--- config.mk ---
export PLATFORM = sky130hd
export DESIGN_NAME = mips_irq_ctl
export DESIGN_NICKNAME = d
export VERILOG_FILES = /design/src/rtl/mips_irq_ctl_pkg.sv /design/src/rtl/irq_prio_enc.sv /design/src/rtl/mips_irq_ctl.sv
export SDC_FILE = /design/constraint.sdc
export NUM_CORES = 1
export LEC_CHECK = 0
export ABC_CLOCK_PERIOD_IN_PS = 3990
export CAP_MARGIN = 10
export CORE_UTILIZATION = 55
export DETAILED_ROUTE_END_ITERATION = 7
export DONT_BUFFER_PORTS = 1
export MAX_ROUTING_LAYER = met4
export PLACE_DENSITY = 0.7
export SLEW_MARGIN = 10
export SYNTH_ARGS = -nofsm -noshare
export SYNTH_HDL_FRONTEND = slang
export SYNTH_SLANG_ARGS = --single-unit
--- constraint.sdc ---
create_clock -name clk -period 3.99 [get_ports clk]
set_input_delay 0.798 -clock clk [delete_from_list [all_inputs] [get_ports clk]]
set_output_delay 0.798 -clock clk [all_outputs]
set_load 0.005 [all_outputs]
--- src/rtl/mips_irq_ctl_pkg.sv ---
// Shared definitions for mips_irq_ctl: device-bus access codes, register offsets and address decode.
package mips_irq_ctl_pkg;

  localparam logic [3:0] DMEM_NOP = 4'd0;
  localparam logic [3:0] DMEM_SW  = 4'd5;
  localparam logic [3:0] DMEM_LW  = 4'd6;

  localparam logic [31:0] IRQ_ENABLE_OFS  = 32'h0000_0000;
  localparam logic [31:0] IRQ_PENDING_OFS = 32'h0000_0004;
  localparam logic [31:0] IRQ_MODE_OFS    = 32'h0000_0008;
  localparam logic [31:0] IRQ_ACTIVE_OFS  = 32'h0000_000C;
  localparam logic [31:0] IRQ_VECTOR_OFS  = 32'h0000_0010;

  localparam int IRQ_MAX_SRC = 16;

  typedef enum logic [2:0] {
    REG_NONE,
    REG_ENABLE,
    REG_PENDING,
    REG_MODE,
    REG_ACTIVE,
    REG_VECTOR
  } irq_reg_e;

  typedef struct packed {
    irq_reg_e   kind;
    logic [3:0] vidx;
  } irq_dec_t;

  // The vector window always spans IRQ_MAX_SRC words; the top masks indices >= N_SRC.
  function automatic irq_dec_t irq_decode(input logic [31:0] ofs);
    irq_dec_t   d;
    logic [29:0] word;
    word   = ofs[31:2];
    d.kind = REG_NONE;
    d.vidx = ofs[5:2] - IRQ_VECTOR_OFS[5:2];
    if (ofs[1:0] == 2'b00) begin
      if (word == IRQ_ENABLE_OFS[31:2])       d.kind = REG_ENABLE;
      else if (word == IRQ_PENDING_OFS[31:2]) d.kind = REG_PENDING;
      else if (word == IRQ_MODE_OFS[31:2])    d.kind = REG_MODE;
      else if (word == IRQ_ACTIVE_OFS[31:2])  d.kind = REG_ACTIVE;
      else if (word >= IRQ_VECTOR_OFS[31:2] &&
               word <  IRQ_VECTOR_OFS[31:2] + 30'(IRQ_MAX_SRC)) d.kind = REG_VECTOR;
    end
    return d;
  endfunction

endpackage

--- src/rtl/irq_prio_enc.sv ---
// Combinational fixed-priority encoder: lowest set index wins, valid when any request is set.
module irq_prio_enc #(
  parameter int N = 4
) (
  input  logic [N-1:0] req_i,
  output logic         valid_o,
  output logic [3:0]   idx_o
);

  // NOTE: every output gets a default before the loop so no path leaves it unassigned (no latch).
  always_comb begin
    valid_o = 1'b0;
    idx_o   = '0;
    for (int i = N - 1; i >= 0; i--) begin
      if (req_i[i]) begin
        valid_o = 1'b1;
        idx_o   = 4'(i);
      end
    end
  end

endmodule

--- src/rtl/mips_irq_ctl.sv ---
// Memory-mapped N_SRC-source interrupt controller for the mips789 device bus.
// Define IRQ_SYNC_EN to insert a two-flop synchroniser ahead of the sample flop on each src_i bit.
module mips_irq_ctl
  import mips_irq_ctl_pkg::*;
#(
  parameter int          N_SRC     = 4,
  parameter logic [31:0] BASE_ADDR = 32'h0000_3000
) (
  input  logic             clk,
  input  logic             rst,
  input  logic [31:0]      din,
  input  logic [31:0]      addr,
  input  logic [3:0]       mem_ctl,
  output logic [31:0]      dout,
  input  logic [N_SRC-1:0] src_i,
  input  logic             irq_ack_i,
  output logic             irq_req_o,
  output logic [31:0]      irq_addr_o
);

  logic [N_SRC-1:0] src_in;

`ifdef IRQ_SYNC_EN
  localparam int SYNC_STAGES = 2;
  logic [N_SRC-1:0] sync1_q, sync2_q;

  always_ff @(posedge clk) begin
    if (!rst) begin
      sync1_q <= '0;
      sync2_q <= '0;
    end else begin
      sync1_q <= src_i;
      sync2_q <= sync1_q;
    end
  end

  assign src_in = sync2_q;
`else
  localparam int SYNC_STAGES = 0;
  assign src_in = src_i;
`endif

  // arm_q fills with ones as real samples reach s_prev_q; until then no rising edge is recognised,
  // so a source already high at reset release must first be seen low.
  localparam int ARM_LEN = SYNC_STAGES + 2;

  logic [N_SRC-1:0]   s_q, s_prev_q;
  logic [ARM_LEN-1:0] arm_q;
  logic [N_SRC-1:0]   enable_q, enable_d;
  logic [N_SRC-1:0]   mode_q, mode_d;
  logic [N_SRC-1:0]   pend_q, pend_d;
  logic [31:0]        vec_q [N_SRC];
  logic [31:0]        vec_d [N_SRC];
  logic [3:0]         sel_q;
  logic               irq_req_q;
  logic [31:0]        irq_addr_q;
  logic [31:0]        dout_q;

  logic [31:0]      ofs;
  irq_dec_t         dec;
  logic             wr_en, rd_en;
  logic [N_SRC-1:0] rise, w1c, ack_clr, req_vec;
  logic             req_c;
  logic [3:0]       sel;
  logic [31:0]      sel_vec, rdata;

  assign ofs   = addr - BASE_ADDR;
  assign dec   = irq_decode(ofs);
  assign wr_en = (mem_ctl == DMEM_SW);
  assign rd_en = (mem_ctl == DMEM_LW);

  assign rise    = s_q & ~s_prev_q & {N_SRC{arm_q[ARM_LEN-1]}};
  assign req_vec = pend_q & enable_q;

  irq_prio_enc #(.N(N_SRC)) u_prio (
    .req_i  (req_vec),
    .valid_o(req_c),
    .idx_o  (sel)
  );

  always_comb begin
    enable_d = enable_q;
    mode_d   = mode_q;
    vec_d    = vec_q;
    w1c      = '0;
    ack_clr  = '0;
    if (wr_en) begin
      case (dec.kind)
        REG_ENABLE:  enable_d = din[N_SRC-1:0];
        REG_PENDING: w1c      = din[N_SRC-1:0];
        REG_MODE:    mode_d   = din[N_SRC-1:0];
        REG_VECTOR: begin
          for (int i = 0; i < N_SRC; i++) begin
            if (dec.vidx == 4'(i)) vec_d[i] = din;
          end
        end
        default: ;
      endcase
    end
    // An ack only means something while a request is presented, and only for the presented source.
    for (int i = 0; i < N_SRC; i++) begin
      if (irq_req_q && irq_ack_i && sel_q == 4'(i)) ack_clr[i] = 1'b1;
    end
    // Edge bits: set beats clear. Level bits: follow the sampled input.
    pend_d = (mode_q & ((pend_q & ~(w1c | ack_clr)) | rise)) | (~mode_q & s_q);
  end

  always_comb begin
    sel_vec = '0;
    for (int i = 0; i < N_SRC; i++) begin
      if (sel == 4'(i)) sel_vec = vec_q[i];
    end
  end

  always_comb begin
    rdata = '0;
    case (dec.kind)
      REG_ENABLE:  rdata[N_SRC-1:0] = enable_q;
      REG_PENDING: rdata[N_SRC-1:0] = pend_q;
      REG_MODE:    rdata[N_SRC-1:0] = mode_q;
      REG_ACTIVE:  rdata = {27'b0, req_c, sel};
      REG_VECTOR: begin
        for (int i = 0; i < N_SRC; i++) begin
          if (dec.vidx == 4'(i)) rdata = vec_q[i];
        end
      end
      default: ;
    endcase
  end

  // NOTE: non-blocking assignments here so every flop updates from pre-edge values.
  // NOTE: the vector array is a small flop array, not RAM, so it is reset like any other register.
  always_ff @(posedge clk) begin
    if (!rst) begin
      s_q        <= '0;
      s_prev_q   <= '0;
      arm_q      <= '0;
      enable_q   <= '0;
      mode_q     <= '0;
      pend_q     <= '0;
      sel_q      <= '0;
      irq_req_q  <= 1'b0;
      irq_addr_q <= '0;
      dout_q     <= '0;
      for (int i = 0; i < N_SRC; i++) vec_q[i] <= '0;
    end else begin
      s_q        <= src_in;
      s_prev_q   <= s_q;
      arm_q      <= {arm_q[ARM_LEN-2:0], 1'b1};
      enable_q   <= enable_d;
      mode_q     <= mode_d;
      pend_q     <= pend_d;
      sel_q      <= sel;
      irq_req_q  <= req_c;
      irq_addr_q <= req_c ? sel_vec : 32'h0;
      dout_q     <= rd_en ? rdata : 32'h0;
      vec_q      <= vec_d;
    end
  end

  assign dout       = dout_q;
  assign irq_req_o  = irq_req_q;
  assign irq_addr_o = irq_addr_q;

endmodule

* Yosys cells after proc, flatten, opt, wreduce, memory -nomap -nowiden
Cells that the tools add are included.
Operators by class: add/sub/neg operators 2, magnitude comparators 2, equal/unequal tests 19, mux-type cells 31, bitwise operators 12, reductions and logical operators 19
Operators with widths (number):
- $mux W32 | 8
- $eq A30 B2 Y1 const B | 2
- $pmux W28 S2 | 1
- $sub A32 B14 Y32 const B | 1
- $eq A30 B1 Y1 const B | 1
- $ge A30 B3 Y1 const B | 1
- $logic_not A30 Y1 | 1
- $lt A30 B5 Y1 const B | 1
- $and A4 B4 Y4 | 6
- $eq A4 B2 Y1 const B | 6
- $pmux W4 S5 | 1
- $mux W3 | 6
- $eq A4 B1 Y1 const B | 3
- $logic_not A4 Y1 | 3
- $not A4 Y4 | 3
- $or A4 B4 Y4 | 3
- $reduce_and A3 Y1 | 4
- $mux W1 | 9
- $eq A4 B3 Y1 const B | 2
- $mux W2 | 4
- $mux W4 | 2
- $reduce_and A2 Y1 | 4
- $eq A3 B2 Y1 const B | 2
- $eq A3 B3 Y1 const B | 2
- other kinds (4) | 9
Word-level totals: register bits after elaboration 219, input port bits 75, output and inout port bits 65

* Logic depth before layout (Yosys ltp)
word-level depth 18, mapped depth 8

* Modules after synthesis
A second synthesis with hierarchy kept.
Second synthesis, totals: cells, all modules 921, area total of the unflattened synthesis 9255.1 um^2
Modules (own cells, without submodules):
- mips_irq_ctl | times used 1, cells each 911, area an instance 9201.3 um^2, seq. area each 4384.2 um^2
- irq_prio_enc | times used 1, cells each 10, area an instance 53.8 um^2, seq. area each 0.0 um^2

* Worst setup path before layout
OpenSTA, ideal clock, no wires.
kind input -> register, from in addr[17], to reg vec_q[103] in the netlist's numbering, data arrival time 2784 ps, data required time 3847 ps, setup slack 1063 ps, stages on the path 7, buffers on the path 1, cells stage by stage or4_4 or4_4 nor4_4 nand3_1 clkbuf_1 nand2_1 a21oi_2
On the way: word-level cells in the longest chain between the ends 11, elaborated cells on any way between the ends 16
RTL lines:
- start, declared | line mips_irq_ctl.sv:12 | input logic [31:0] addr,
- $sub A32 B14 Y32 (*) | line mips_irq_ctl.sv:67 | assign ofs = addr - BASE_ADDR;
- $ge A30 B3 Y1 or $lt A30 B5 Y1 (tied branches) | line mips_irq_ctl_pkg.sv:42, mips_irq_ctl_pkg.sv:43
- $logic_and A1 B1 Y1 | line mips_irq_ctl_pkg.sv:42 | else if (word >= IRQ_VECTOR_OFS[31:2] &&
- $mux W3 | line mips_irq_ctl_pkg.sv:42
- $mux W3 | line mips_irq_ctl_pkg.sv:41 | else if (word == IRQ_ACTIVE_OFS[31:2]) d.kind = REG_ACTIVE;
- $mux W3 | line mips_irq_ctl_pkg.sv:40 | else if (word == IRQ_MODE_OFS[31:2]) d.kind = REG_MODE;
- $mux W3 | line mips_irq_ctl_pkg.sv:39 | else if (word == IRQ_PENDING_OFS[31:2]) d.kind = REG_PENDING;
- $mux W3 (*) | line mips_irq_ctl_pkg.sv:38 | if (word == IRQ_ENABLE_OFS[31:2]) d.kind = REG_ENABLE;
- $mux W3 (*) | line mips_irq_ctl_pkg.sv:37 | if (ofs[1:0] == 2'b00) begin
- $eq A3 B3 Y1 (*) | line mips_irq_ctl.sv:88 | case (dec.kind)
- $reduce_and A3 Y1 (no line) (*)
- end signal, assigned | line mips_irq_ctl.sv:157 | vec_q <= vec_d;
- end, declared | line mips_irq_ctl.sv:52 | logic [31:0] vec_q [N_SRC];
Mark *: on every way between the ends. The rest lies on a longest branch, timed or not. A chain may end at the register's enable or synchronous reset.

* Final worst setup path
from in addr[17], to reg vec_q[117] in the netlist's numbering
The elaborated chain is that of the path after synthesis.

==> out/qor.csv <==
stage,metric,value,unit
run_status,status,"finished, final reports clean",
yosys,library cells used by synthesis,42,
final_layout,"commonest non-fill, non-tap cells in the layout","294 x nand2_1, 217 x dfxtp_1, 103 x o21ai_0",
sta,RSZ-0062 raised after global routing,no,
cts,postcts setup bufs,0,
detailed_routing,number of detailed-route iterations in the first pass,5,
final_layout,multi-input logic area,4499,µm²
yosys,"Avg Cell Area, Syn",8.289,µm²
grt,Overflow after GRT,0,
place,dpl cells,1262,
sta,Final Hold Viols,0,
die,Site Rows,46,
sta,clock skew,0.01076,ns
job,max cap viols,0,
place,gpl congestion,0.8538,
power_and_ir_drop,combinational share of power,2.2,%
cts,"Reg clk slew, reported paths",0.06,ns
sta,clock period minus worst slack,2.762,ns
detailed_routing,remaining antenna violation count after routing,0,
place,port bufs,0,
die,Ports,140,
cts,CTS-repair resized insts,0,
cts,TritonCTS clock tree,done,
final_layout,final non-filler cell total,1295,
sta,Relative slew margins,18.64,%
place,Place WS,0.7363,ns
grt,vias in the first global route,7451,
cts,Num CTS Buffers,23,
grt,first-pass GRT wire length,40500,µm
yosys,Post-synth EDFFs,0,
detailed_routing,vias per cell,6.151,
worst_setup_path,critical path peak fanout,32,
detailed_routing,initial DRC count,708,
die,Initial Util,57.14,%
worst_setup_path,kind of critical path,in2reg,
sta,fin. max-slew vios,0,
yosys,Post-Syn Area,9209,µm²
place,detailed placement HPWL,15050,µm
yosys,"Net Count, Synth",1186,
power_and_ir_drop,power per cell area,420.7,nW/µm²
die,die area,17260,µm²
cts,Root Driver,clkbuf_16,
grt,gr usage total,29.88,%
grt,largest net degree at the start of global routing,85,
final_layout,area grow syn2layout,7.894,%
detailed_routing,Post-Route WL,25490,µm
cts,H-tree depth,1,
final_layout,fraction of layout cells with a size suffix above 1,12.23,%
worst_setup_path,CP endpoint kind,register,
power_and_ir_drop,Clk pwr share,45.8,%
final_layout,"commonest non-fill, non-tap cell in the layout",nand2_1,
sta,worst slew pin tran,1.220,ns
final_layout,"Core Util, Final",61.65,%
sta,# setup viols final,0,
yosys,register bit total from synthesis,217,
detailed_routing,drc violations,0,
final_layout,Nets,1146,
sta,final worst path period share,69.22,%
die,width of the die,131.4,µm
cts,clk sinks,217,
worst_setup_path,crit start category,input pin,
yosys,"Seq/Total Area, Yosys",47.17,%
sta,Fin Setup TNS,0,ns
power_and_ir_drop,Leak Pwr,3.112,nW
grt,initial antenna violation count,0,
cts,Clock Path Buffers,3,
cts,Worst-Skew Late Latency,0.50,ns
sta,worst hold margin,0.3277,ns
worst_hold_path,hold crit path type,in2reg,
sta,maximum clock frequency,0.3621,GHz
cts,hold buffers post-CTS,0,
final_layout,antenna diode count,0,
die,core area,16120,µm²
yosys,Gate Count Post-Synth,1111,
final_layout,Fillers,1436,
power_and_ir_drop,P_sw,0.0008812,W
power_and_ir_drop,Max VDD drop,342.5,µV
detailed_routing,post-DR wirelength/cell,19.68,µm
power_and_ir_drop,switching share of total power,21.08,%
final_layout,register area,4344,µm²
detailed_routing,vias,7966,
worst_setup_path,WP data arrival,3.19,ns
yosys,Synth Warn #,0,
power_and_ir_drop,Reg power frac,52.1,%
worst_setup_path,worst endpoint required time,4.42,ns
yosys,ys flop type,dfxtp_1,
die,height of the chip,131.4,µm
sta,worst setup margin,1.228,ns
power_and_ir_drop,Internal,0.003299,W
yosys,share of synthesized registers carrying an async set or reset,0,%
-- worst paths after layout --
path	cells after the start	from	endpoint	slack, ns
setup / recovery	7	addr[17]	vec_q[117]$_SDFFE_PN0P_	1.23
hold / removal	0	rst	arm_q[0]$_DFF_P_	0.33
setup reg to reg	7	pend_q[2]$_SDFF_PN0_	irq_addr_o[11]$_SDFF_PN0_	1.51
hold reg to reg	1	arm_q[0]$_DFF_P_	arm_q[1]$_SDFF_PN0_	0.43
-- per-stage QoR --
| step | total power, W | instance area (µm²) |
|---|---|---|
| floorplan | 0.002313 | 9209 |
| global placement | 0.002311 | 9285 |
| detailed placement | 0.002312 | 9285 |
| CTS | 0.004198 | 9936 |
| global route | 0.004305 | 9936 |
| finish | 0.004180 | 9936 |
-- cell families after synthesis --
| kind of cell | Yosys count | share of synthesized area (%) |
|---|---|---|
| compound gates | 319 | 22.43 |
| mux | 39 | 4.919 |
| flops | 217 | 47.17 |
| simple gates | 447 | 21.24 |
| buf+inv | 89 | 4.239 |
-- synthesized netlist by cell type, drive strengths merged, types with 5 or more instances --
master  instances  area share [%]
nand2         294              12
dfxtp         217              47
a21oi         138             9.9
o21ai         103             5.6
clkbuf         69             2.8
nand3          44             2.4
nor2           42             1.7
mux2i          34             3.7
a221oi         32             3.0
a22oi          28             2.3
buf            17             1.3
and2           12            0.82
nor3            8            0.43
nor4            8            0.87
nand4           6            0.41
nor2b           6            0.41
mux4            5             1.2
nand2b          5            0.34
-- registers in the layout, indices dropped and copies added, names as in the netlist --
register,cells
dout,32
pend_q,4
arm_q,2
irq_addr_o,32
s_prev_q,4
vec_q,128
s_q,4
irq_req_o,1
sel_q,2
mode_q,4
enable_q,4
-- worst max-delay path, stage by stage --
cell and delay (ns):
or4_4 0.53, or4_4 0.61, nor4_4 0.38, and3_1 0.23, buf_4 0.37, nand2_1 0.13
a21oi_2 0.14
-- layout make-up --
class | instances | share of cell area (%)
Timing Repair Buffer | 21 | 1.587
Clock buffer | 30 | 6.359
Clock inverter | 3 | 0.1889
Tap cell | 216 | 2.720
Inverter | 3 | 0.1385
Multi-Input combinational cell | 805 | 45.28
Sequential cell | 217 | 43.72
-- layer usage --
| layer | global-route usage, % | share of wire [%] | vias to the layer above |
|---|---|---|---|
| li1 | - | - | 3798 |
| met1 | 38.79 | 43 | 3772 |
| met2 | 47.70 | 47 | 348 |
| met3 | 5.015 | 8.0 | 48 |
| met4 | 9.173 | 2.4 | 0 |
| met5 | - | 0 | - |
-- power by group through the flow --
stage	registers (W)	clock network, W	logic, W
2_1_floorplan	0.00222	0	0.0000907
3_3_place_gp	0.00222	0	0.0000878
3_5_place_dp	0.00222	0	0.0000886
4_1_cts	0.00218	0.00193	0.0000890
5_1_grt	0.00218	0.00203	0.0000961
6_report	0.00218	0.00191	0.0000906
(Power assumes the default switching activity.)
==> variant: new RTL, config.mk and constraints unchanged <==
The parameter `N_SRC` goes from 4 to 8.
--- a/src/rtl/mips_irq_ctl.sv
+++ b/src/rtl/mips_irq_ctl.sv
@@ -3,7 +3,7 @@
 module mips_irq_ctl
   import mips_irq_ctl_pkg::*;
 #(
-  parameter int          N_SRC     = 4,
+  parameter int          N_SRC     = 8,
   parameter logic [31:0] BASE_ADDR = 32'h0000_3000
 ) (
   input  logic             clk,
Interface: changed (resized src_i); port bits go from 140 to 144. No check against the original RTL was run, so the function may have changed too.
==> variant against the unedited design <==
  * Wire length is 140% higher
  * Clock skew increased by 0.0045 ns
  * Final area grew 87%
  * First-iteration DRC count grew to 3.6 times the old value
  * Sequential cell count increased by 149
  * Power is 81% higher
  * Area after synthesis is 86% higher
  * Critical path depth fell by 1
  * Setup slack worse by 0.24 ns
==> variant: results (changes against the unedited design) <==
* Largest net degree at the start of global routing at 339 (+300%)
* Number of cells on the worst reg-to-reg path at 6 (-1)
* Post-synthesis sequential area ratio at 42.7% (-4.5 points)
* Ratio of cells with drive above 1 in the final layout at 8.13% (-4.1 points)
* Leakage at 6.17 nW (+98%)
* Mean number of vias per cell at 6.78 (+10%)
* Port Buf Inserts at 0 (unchanged)
* Clock insertion delay at the later pin of the skew report at 0.53 ns (+0.03 ns)
* HP Class: input pin to register
* Worst slew margin at 30.2% (+12 points)
* WP data arrival at 3.35 ns (+0.16 ns)
* Syn nets at 2177 (+84%)
* Largest Register: vec_q
* Post-place instance area at 17200 sq um (+86%)
* Max clock buf depth at 3 (unchanged)
* WL final at 61.6 mm (+140%)
* Synth cell count leaders: nand2_1, dfxtp_1, o21ai_0
* Syn. warnings at 0 (unchanged)
* Clock transition at path regs at 0.06 ns (about the same)
* Gpl congestion at 0.968 (+13%)
* Worst vdd ir at 0.343 mV (about the same)
* Status: complete, no violations
* Async S/R FF share, synth at 0% (unchanged)
* Root buf cell: clkbuf_16
* Post_cts resized at 0 (unchanged)
* H-tree depth at 2 (+1)
* Vias in the first global route at 14800 (+98%)
* Netlist cell types at 73 (+74%)
* Critical path's largest stage delay at 0.77 ns (+0.16 ns)
* Top cells by area, synth: dfxtp_1, nand2_1, o21ai_0
* Max reg flops at 256 (+100%)
* Initial antenna violation count at 3 (+3)
* Crit-path slowest cell: o32ai_1
* Post-route clock skew at 0.0153 ns (+0.00450 ns)
* Post-CTS Setup Inserts at 0 (unchanged)
* Hold path depth at 1 (+1)
* Tot GR Track Use at 39.4% (+9.5 points)
* Num CTS Buffers at 39 (+70%)
* Nets at 2093 (+83%)
* Main synth FF type: dfxtp_1
* Drt first pass iters at 6 (+1)
* Hpwl dp at 39.8 mm (+160%)
* Worst-path maximum fanout at 28 (-13%)
* First-pass GRT wire length at 91.6 mm (+130%)
* CP delay by family, top: compound AO/OA/AOI/OAI gates
* Iter 0 DRT Violations at 2524 (+260%)
## variant: final cells by class
class                      instances  area [sq um]
inverter                           5          18.8
sequential                       366          7330
tap                              396           495
multi-input combinational       1547          8970
clock buffer                      50          1070
clock inverter                    19           236
timing repair buffer              55           413
antenna                            3          7.51
fill                            2818         12100
## variant: routing by layer
layer	wire length [um]	up-vias	global-route usage (%)
li1	-	7387	-
met5	0	-	-
met2	24800	1154	52.7
met3	9100	139	13.6
met4	1450	0	10.2
met1	26300	7878	55.5
## variant: path summary, 6_finish.rpt
| path | startpoint | end | slack, ns |
|---|---|---|---|
| setup / recovery | pend_q[3]$_SDFF_PN0_ | irq_addr_o[30]$_SDFF_PN0_ | 0.99 |
| hold / removal | src_i[4] | s_q[4]$_SDFF_PN0_ | 0.39 |
| setup reg to reg | pend_q[3]$_SDFF_PN0_ | irq_addr_o[30]$_SDFF_PN0_ | 0.99 |
| hold reg to reg | arm_q[0]$_DFF_P_ | arm_q[1]$_SDFF_PN0_ | 0.43 |
## variant: through the flow
step                setup slack, ns  total power [mW]  std cells
global placement              0.913              3.92       2369
finish                        0.988              7.58       2441
detailed placement            0.830              3.92       2369
floorplan                      1.61              3.92       2098
CTS                            1.17              7.58       2438
global route                  0.892              7.74       2440
## variant: where the power goes
group | leakage [nW] | switching (mW) | total, mW | internal, mW
sequential | 2.95 | 0.00859 | 3.67 | 3.67
clock | 0.631 | 1.51 | 3.73 | 2.22
combinational | 2.59 | 0.117 | 0.181 | 0.0634
total | 6.17 | 1.63 | 7.58 | 5.95
## variant: worst reg2reg max path, delay by kind of cell, from the launching register on
kind	cells	cell delay, ns
AOI/OAI and AO/OA	3	1.46
DFF	1	0.51
and+or+nand+nor	3	0.85
## variant: cell families after synthesis
| group | count (synthesis) | share of synthesized area (%) |
|---|---|---|
| buf+inv | 185 | 5.11 |
| flops | 366 | 42.7 |
| mux | 55 | 3.54 |
| compound gates | 723 | 28.7 |
| simple gates | 769 | 19.9 |
